===== config.mk =====
export PLATFORM = sky130hd
export DESIGN_NAME = idu_issue_queue
export DESIGN_NICKNAME = d
export VERILOG_FILES = /design/src/rtl/idu_issue_queue.sv
export SDC_FILE = /design/constraint.sdc
export NUM_CORES = 1
export LEC_CHECK = 0
export ABC_AREA = 1
export BUFFER_PORTS_ARGS = -buffer_cell sky130_fd_sc_hd__buf_2
export CAP_MARGIN = 20
export CORE_ASPECT_RATIO = 0.9
export CORE_MARGIN = 4
export CORE_UTILIZATION = 35
export CTS_CLUSTER_DIAMETER = 120
export DETAILED_ROUTE_END_ITERATION = 12
export SYNTH_ARGS = -nofsm -noshare
export SYNTH_HDL_FRONTEND = slang
export SYNTH_SLANG_ARGS = --single-unit
export TNS_END_PERCENT = 100

===== constraint.sdc =====
create_clock -name clk -period 18.2 [get_ports clk]
set_clock_uncertainty 0.15 [all_clocks]
set_input_delay 2.73 -clock clk [delete_from_list [all_inputs] [get_ports clk]]
set_output_delay 2.73 -clock clk [all_outputs]
set_load 0.02 [all_outputs]

===== src/rtl/idu_issue_queue.sv =====
// ---------------------------------------------------------------------------
// idu_issue_queue
//   DEPTH-entry FIFO of decoded instruction packets sitting between decode and
//   EX. Decouples decode throughput from EX stalls. Packet contents are opaque.
//
// Ports
//   clk           core clock
//   rst_n         synchronous active-low reset (clears pointers, count, storage)
//   in_valid_i    decode presents a packet
//   in_ready_o    queue has a free slot (from registered count only)
//   in_data_i     decoded packet payload
//   in_addr_i     instruction address of the packet
//   flush_i       discard all queued entries (redirect); drops same-cycle input
//   hold_i        pipeline hold; suppresses out_valid_o, blocks issue
//   out_valid_o   head packet valid for EX
//   out_ready_i   EX accepts the head packet
//   out_data_o    head packet payload
//   out_addr_o    head instruction address
//   count_o       current occupancy
//   almost_full_o occupancy at or above AF_LEVEL
// ---------------------------------------------------------------------------
module idu_issue_queue #(
  parameter int PAYLOAD_W = 128,
  parameter int ADDR_W    = 32,
  parameter int DEPTH     = 4,
  parameter int AF_LEVEL  = DEPTH - 1
) (
  input  logic                         clk,
  input  logic                         rst_n,
  input  logic                         in_valid_i,
  output logic                         in_ready_o,
  input  logic [PAYLOAD_W-1:0]         in_data_i,
  input  logic [ADDR_W-1:0]            in_addr_i,
  input  logic                         flush_i,
  input  logic                         hold_i,
  output logic                         out_valid_o,
  input  logic                         out_ready_i,
  output logic [PAYLOAD_W-1:0]         out_data_o,
  output logic [ADDR_W-1:0]            out_addr_o,
  output logic [$clog2(DEPTH+1)-1:0]   count_o,
  output logic                         almost_full_o
);

  localparam int PTR_W = $clog2(DEPTH);
  localparam int CNT_W = $clog2(DEPTH + 1);

  localparam logic [CNT_W-1:0] DEPTH_C  = CNT_W'(DEPTH);
  localparam logic [CNT_W-1:0] AF_C     = CNT_W'(AF_LEVEL);
  localparam logic [CNT_W-1:0] CNT_ONE  = CNT_W'(1);
  localparam logic [CNT_W-1:0] CNT_ZERO = CNT_W'(0);
  localparam logic [PTR_W-1:0] PTR_ONE  = PTR_W'(1);
  localparam logic [PTR_W-1:0] PTR_ZERO = PTR_W'(0);

  logic [PAYLOAD_W-1:0] data_q [DEPTH];
  logic [ADDR_W-1:0]    addr_q [DEPTH];

  logic [PTR_W-1:0] wr_ptr_q, wr_ptr_d;
  logic [PTR_W-1:0] rd_ptr_q, rd_ptr_d;
  logic [CNT_W-1:0] count_q,  count_d;

  logic enq_s;
  logic deq_s;

  // Status flags come only from the registered count, so in_ready_o has no
  // combinational dependence on out_ready_i.
  assign in_ready_o    = (count_q < DEPTH_C);
  assign almost_full_o = (count_q >= AF_C);
  assign count_o       = count_q;

  // Hold masks the valid seen by EX, which also blocks dequeue.
  assign out_valid_o = (count_q != CNT_ZERO) & ~hold_i;

  // Head is read straight from storage; it only changes when rd_ptr moves,
  // so it is stable while EX back-pressures.
  assign out_data_o = data_q[rd_ptr_q];
  assign out_addr_o = addr_q[rd_ptr_q];

  assign enq_s = in_valid_i  & in_ready_o  & ~flush_i;
  assign deq_s = out_valid_o & out_ready_i & ~flush_i;

  // Next-state for pointers and occupancy; flush resets the bookkeeping.
  always_comb begin
    wr_ptr_d = wr_ptr_q;
    rd_ptr_d = rd_ptr_q;
    count_d  = count_q;
    if (flush_i) begin
      wr_ptr_d = PTR_ZERO;
      rd_ptr_d = PTR_ZERO;
      count_d  = CNT_ZERO;
    end else begin
      // DEPTH is a power of two, so pointer overflow is the modulo wrap.
      if (enq_s) begin
        wr_ptr_d = wr_ptr_q + PTR_ONE;
      end else begin
        wr_ptr_d = wr_ptr_q;
      end
      if (deq_s) begin
        rd_ptr_d = rd_ptr_q + PTR_ONE;
      end else begin
        rd_ptr_d = rd_ptr_q;
      end
      case ({enq_s, deq_s})
        2'b10:   count_d = count_q + CNT_ONE;
        2'b01:   count_d = count_q - CNT_ONE;
        default: count_d = count_q;
      endcase
    end
  end

  // Pointer and occupancy registers; reset wins over flush/enq/deq.
  always_ff @(posedge clk) begin
    if (!rst_n) begin
      wr_ptr_q <= PTR_ZERO;
      rd_ptr_q <= PTR_ZERO;
      count_q  <= CNT_ZERO;
    end else begin
      wr_ptr_q <= wr_ptr_d;
      rd_ptr_q <= rd_ptr_d;
      count_q  <= count_d;
    end
  end

  // Packet storage; cleared on reset only, a flush leaves contents in place.
  always_ff @(posedge clk) begin
    if (!rst_n) begin
      for (int i = 0; i < DEPTH; i++) begin
        data_q[i] <= {PAYLOAD_W{1'b0}};
        addr_q[i] <= {ADDR_W{1'b0}};
      end
    end else if (enq_s) begin
      data_q[wr_ptr_q] <= in_data_i;
      addr_q[wr_ptr_q] <= in_addr_i;
    end else begin
      data_q[wr_ptr_q] <= data_q[wr_ptr_q];
      addr_q[wr_ptr_q] <= addr_q[wr_ptr_q];
    end
  end

endmodule


==> flow_summary.toml <==
[outcome]
status = "completed"

[detailed_routing]
num_vias = 19000
wirelength_um = 74000
ant_nets = 0
viasPerCell = 4.98
drt_iter0_drc = 1389
post-route-drc-count = 0
first_pass_iters = 5
wl_per_cell_um = 19.3

[setup_path]
criticalPathCategory = "flip-flop to output pin"
start_kind = "flip-flop"
cp.arrival_ns = 4.01
critPathRequiredTime_ns = 15.32
crit_fanout = 88
reg2reg_slack_ns = 14.64
endpoint_kind = "output pin"
r2r_cells = 6

[power]
powerDensity_nw_per_um2 = 105
power_frac_seq = 0.514
p_comb_frac = 0.062
p_sw_frac = 0.222
p_switching_mw = 0.750
max-vdd-ir-drop_uv = 68.8
pwr-share-clk = 0.424
p_int_mw = 2.62
p_total_mw = 3.37
p_leak_nw = 13.4

[clock_network]
ctsHoldBuffers = 0
cts_resized = 0
clkTransAtPathRegs_ns = 0.06
cts.sinks = 649
max-clock-path-buffers = 3
clockRootBuffer = "clkbuf_16"
clock_latency_ns = 0.57
cts_tree = "built"
cts_made_buffers = 70
htree_levels = 3
post_cts_buffers = 0

[global_route]
grt_pass1_vias = 19100
gr-usage-met2 = 0.303
grt.overflow.total = 0
grt_use_total = 0.176
grtUsageMet3 = 0.0357
antenna_found_initial = 14
top_usage_layer = "met2"
use_met1 = 0.226
grt_max_degree = 132
grt_pass1_wl_um = 112000

[placement]
dp_hpwl_um = 39100
portBuffers = 331
dp_slack_ns = 11.82
dp.cells = 3700
gp_congestion = 0.728

[yosys]
ys_warn_count = 0
syn_inst = 2485
ys.flop_type = "edfxtp_1"
ys_seq_elements = 649
yosysUniqueCellTypes = 23
ys_seq_area_frac = 0.711
mappedNetlistNets = 2653
synthArstFlopShare = 0
syn_area_per_cell_sq_um = 11.0
syn_area_sq_um = 27300
synth_edf_count = 640

[final_layout]
finalNetCount = 2911
multiInputGateArea_sq_um = 6490
area_growth_syn_to_layout_pct = 17.6
fillers = 7341
layout_commonest_cell = "nor2_1"
most-common-layout-cells = "809 x nor2_1, 640 x edfxtp_1, 331 x buf_2"
seq_area_sq_um = 19400
instances_no_fill = 3827
final_layout_size_suffix_gt1_frac = 0.169

[sta]
finalSetupViolations = 0
slew_headroom = 0.271
tns_ns = 0
drv_slew = 0
fin_ws_ns = 11.31
finalCritPeriodShare = 0.378
fin_crit_ns = 6.89
worst_pin_slew_ns = 1.09
hold_viol_final = 0
rsz0062_at_grt = "false"
fmax_ghz = 0.145
timing.hold.ws_ns = 0.348

[run]
max_cap_viol_count = 0

[floorplanning]
core_sq_um = 76800
die_h_um = 273
die_w_um = 302
start_util = 0.355
row_count = 96
die_area_sq_um = 82500
ios = 332

[min_path]
worstHoldPathCells = 2
hold_path_class = "flip-flop to flip-flop"
[path summary, 6_finish.rpt]
kind | from | to
worst min-delay path | count_o[0] | count_o[0]
worst max-delay path | flip-flop | out_data_o[77]
worst min register to register | count_o[0] | count_o[0]
worst max register to register | wr_ptr_q[1] | data_q[2][109]
[worst max-delay path, stage by stage (launching register included)]
cell and delay [ns]:
dfxtp_4 0.94, buf_4 0.74, buf_4 0.83, o21ai_0 0.23, o22ai_1 0.25, buf_2 0.20
[through the flow]
step / utilization / cell area [sq um]
global route: 0.418 / 32100
detailed placement: 0.388 / 29800
floorplan: - / 27300
CTS: 0.418 / 32100
finish: 0.418 / 32100
global placement: 0.388 / 29800
[cells in the mapped netlist (all sizes together) (3+ instances only)]
master	count	share of area
a21oi	6	0.0011
buf	50	0.011
clkbuf	123	0.017
dfxtp	9	0.0066
edfxtp	640	0.70
inv	181	0.025
nand2	171	0.024
nand3	3	0.0010
nor2	810	0.11
o21ai	326	0.060
o22ai	160	0.037
[final cells by class]
| class | count | area share |
|---|---|---|
| diodes | 8 | 0.000624 |
| inverters | 181 | 0.0220 |
| clock inverters | 30 | 0.0115 |
| multi-input cells | 1482 | 0.202 |
| repair buffers | 359 | 0.0590 |
| clock buffers | 89 | 0.0594 |
| well taps | 1029 | 0.0401 |
| flip-flops and latches | 649 | 0.605 |
[per-layer routing]
| layer | part of all wire | vias up |
|---|---|---|
| met5 | 0.00097 | - |
| met4 | 0.025 | 12 |
| met3 | 0.059 | 115 |
| met2 | 0.49 | 468 |
| met1 | 0.42 | 9418 |
| li1 | - | 9027 |
[flip-flops by register name, indices dropped and copies added, names as in the netlist, named ones only]
signal and count:
rd_ptr_q 2, addr_q 128, count_o 3, wr_ptr_q 2, data_q 512
[cells by family after synthesis]
kind of cell / Yosys count / synth area share
AO/OA/AOI/OAI: 494 / 0.0981
XOR/XNOR: 1 / 0.000321
adder cells (fa/ha/maj): 2 / 0.00119
buffers and inverters: 354 / 0.0529
flip-flops: 649 / 0.711
AND/OR/NAND/NOR: 985 / 0.136
[power groups by stage]
stage | clock network (mW) | logic, mW | registers [mW]
4_1_cts | 1.47 | 0.214 | 1.73
3_3_place_gp | 0 | 0.212 | 1.76
5_1_grt | 1.53 | 0.228 | 1.74
3_5_place_dp | 0 | 0.214 | 1.77
2_1_floorplan | 0 | 0.116 | 1.79
6_report | 1.43 | 0.209 | 1.73
Note: power is estimated with default switching activity, not from simulation.
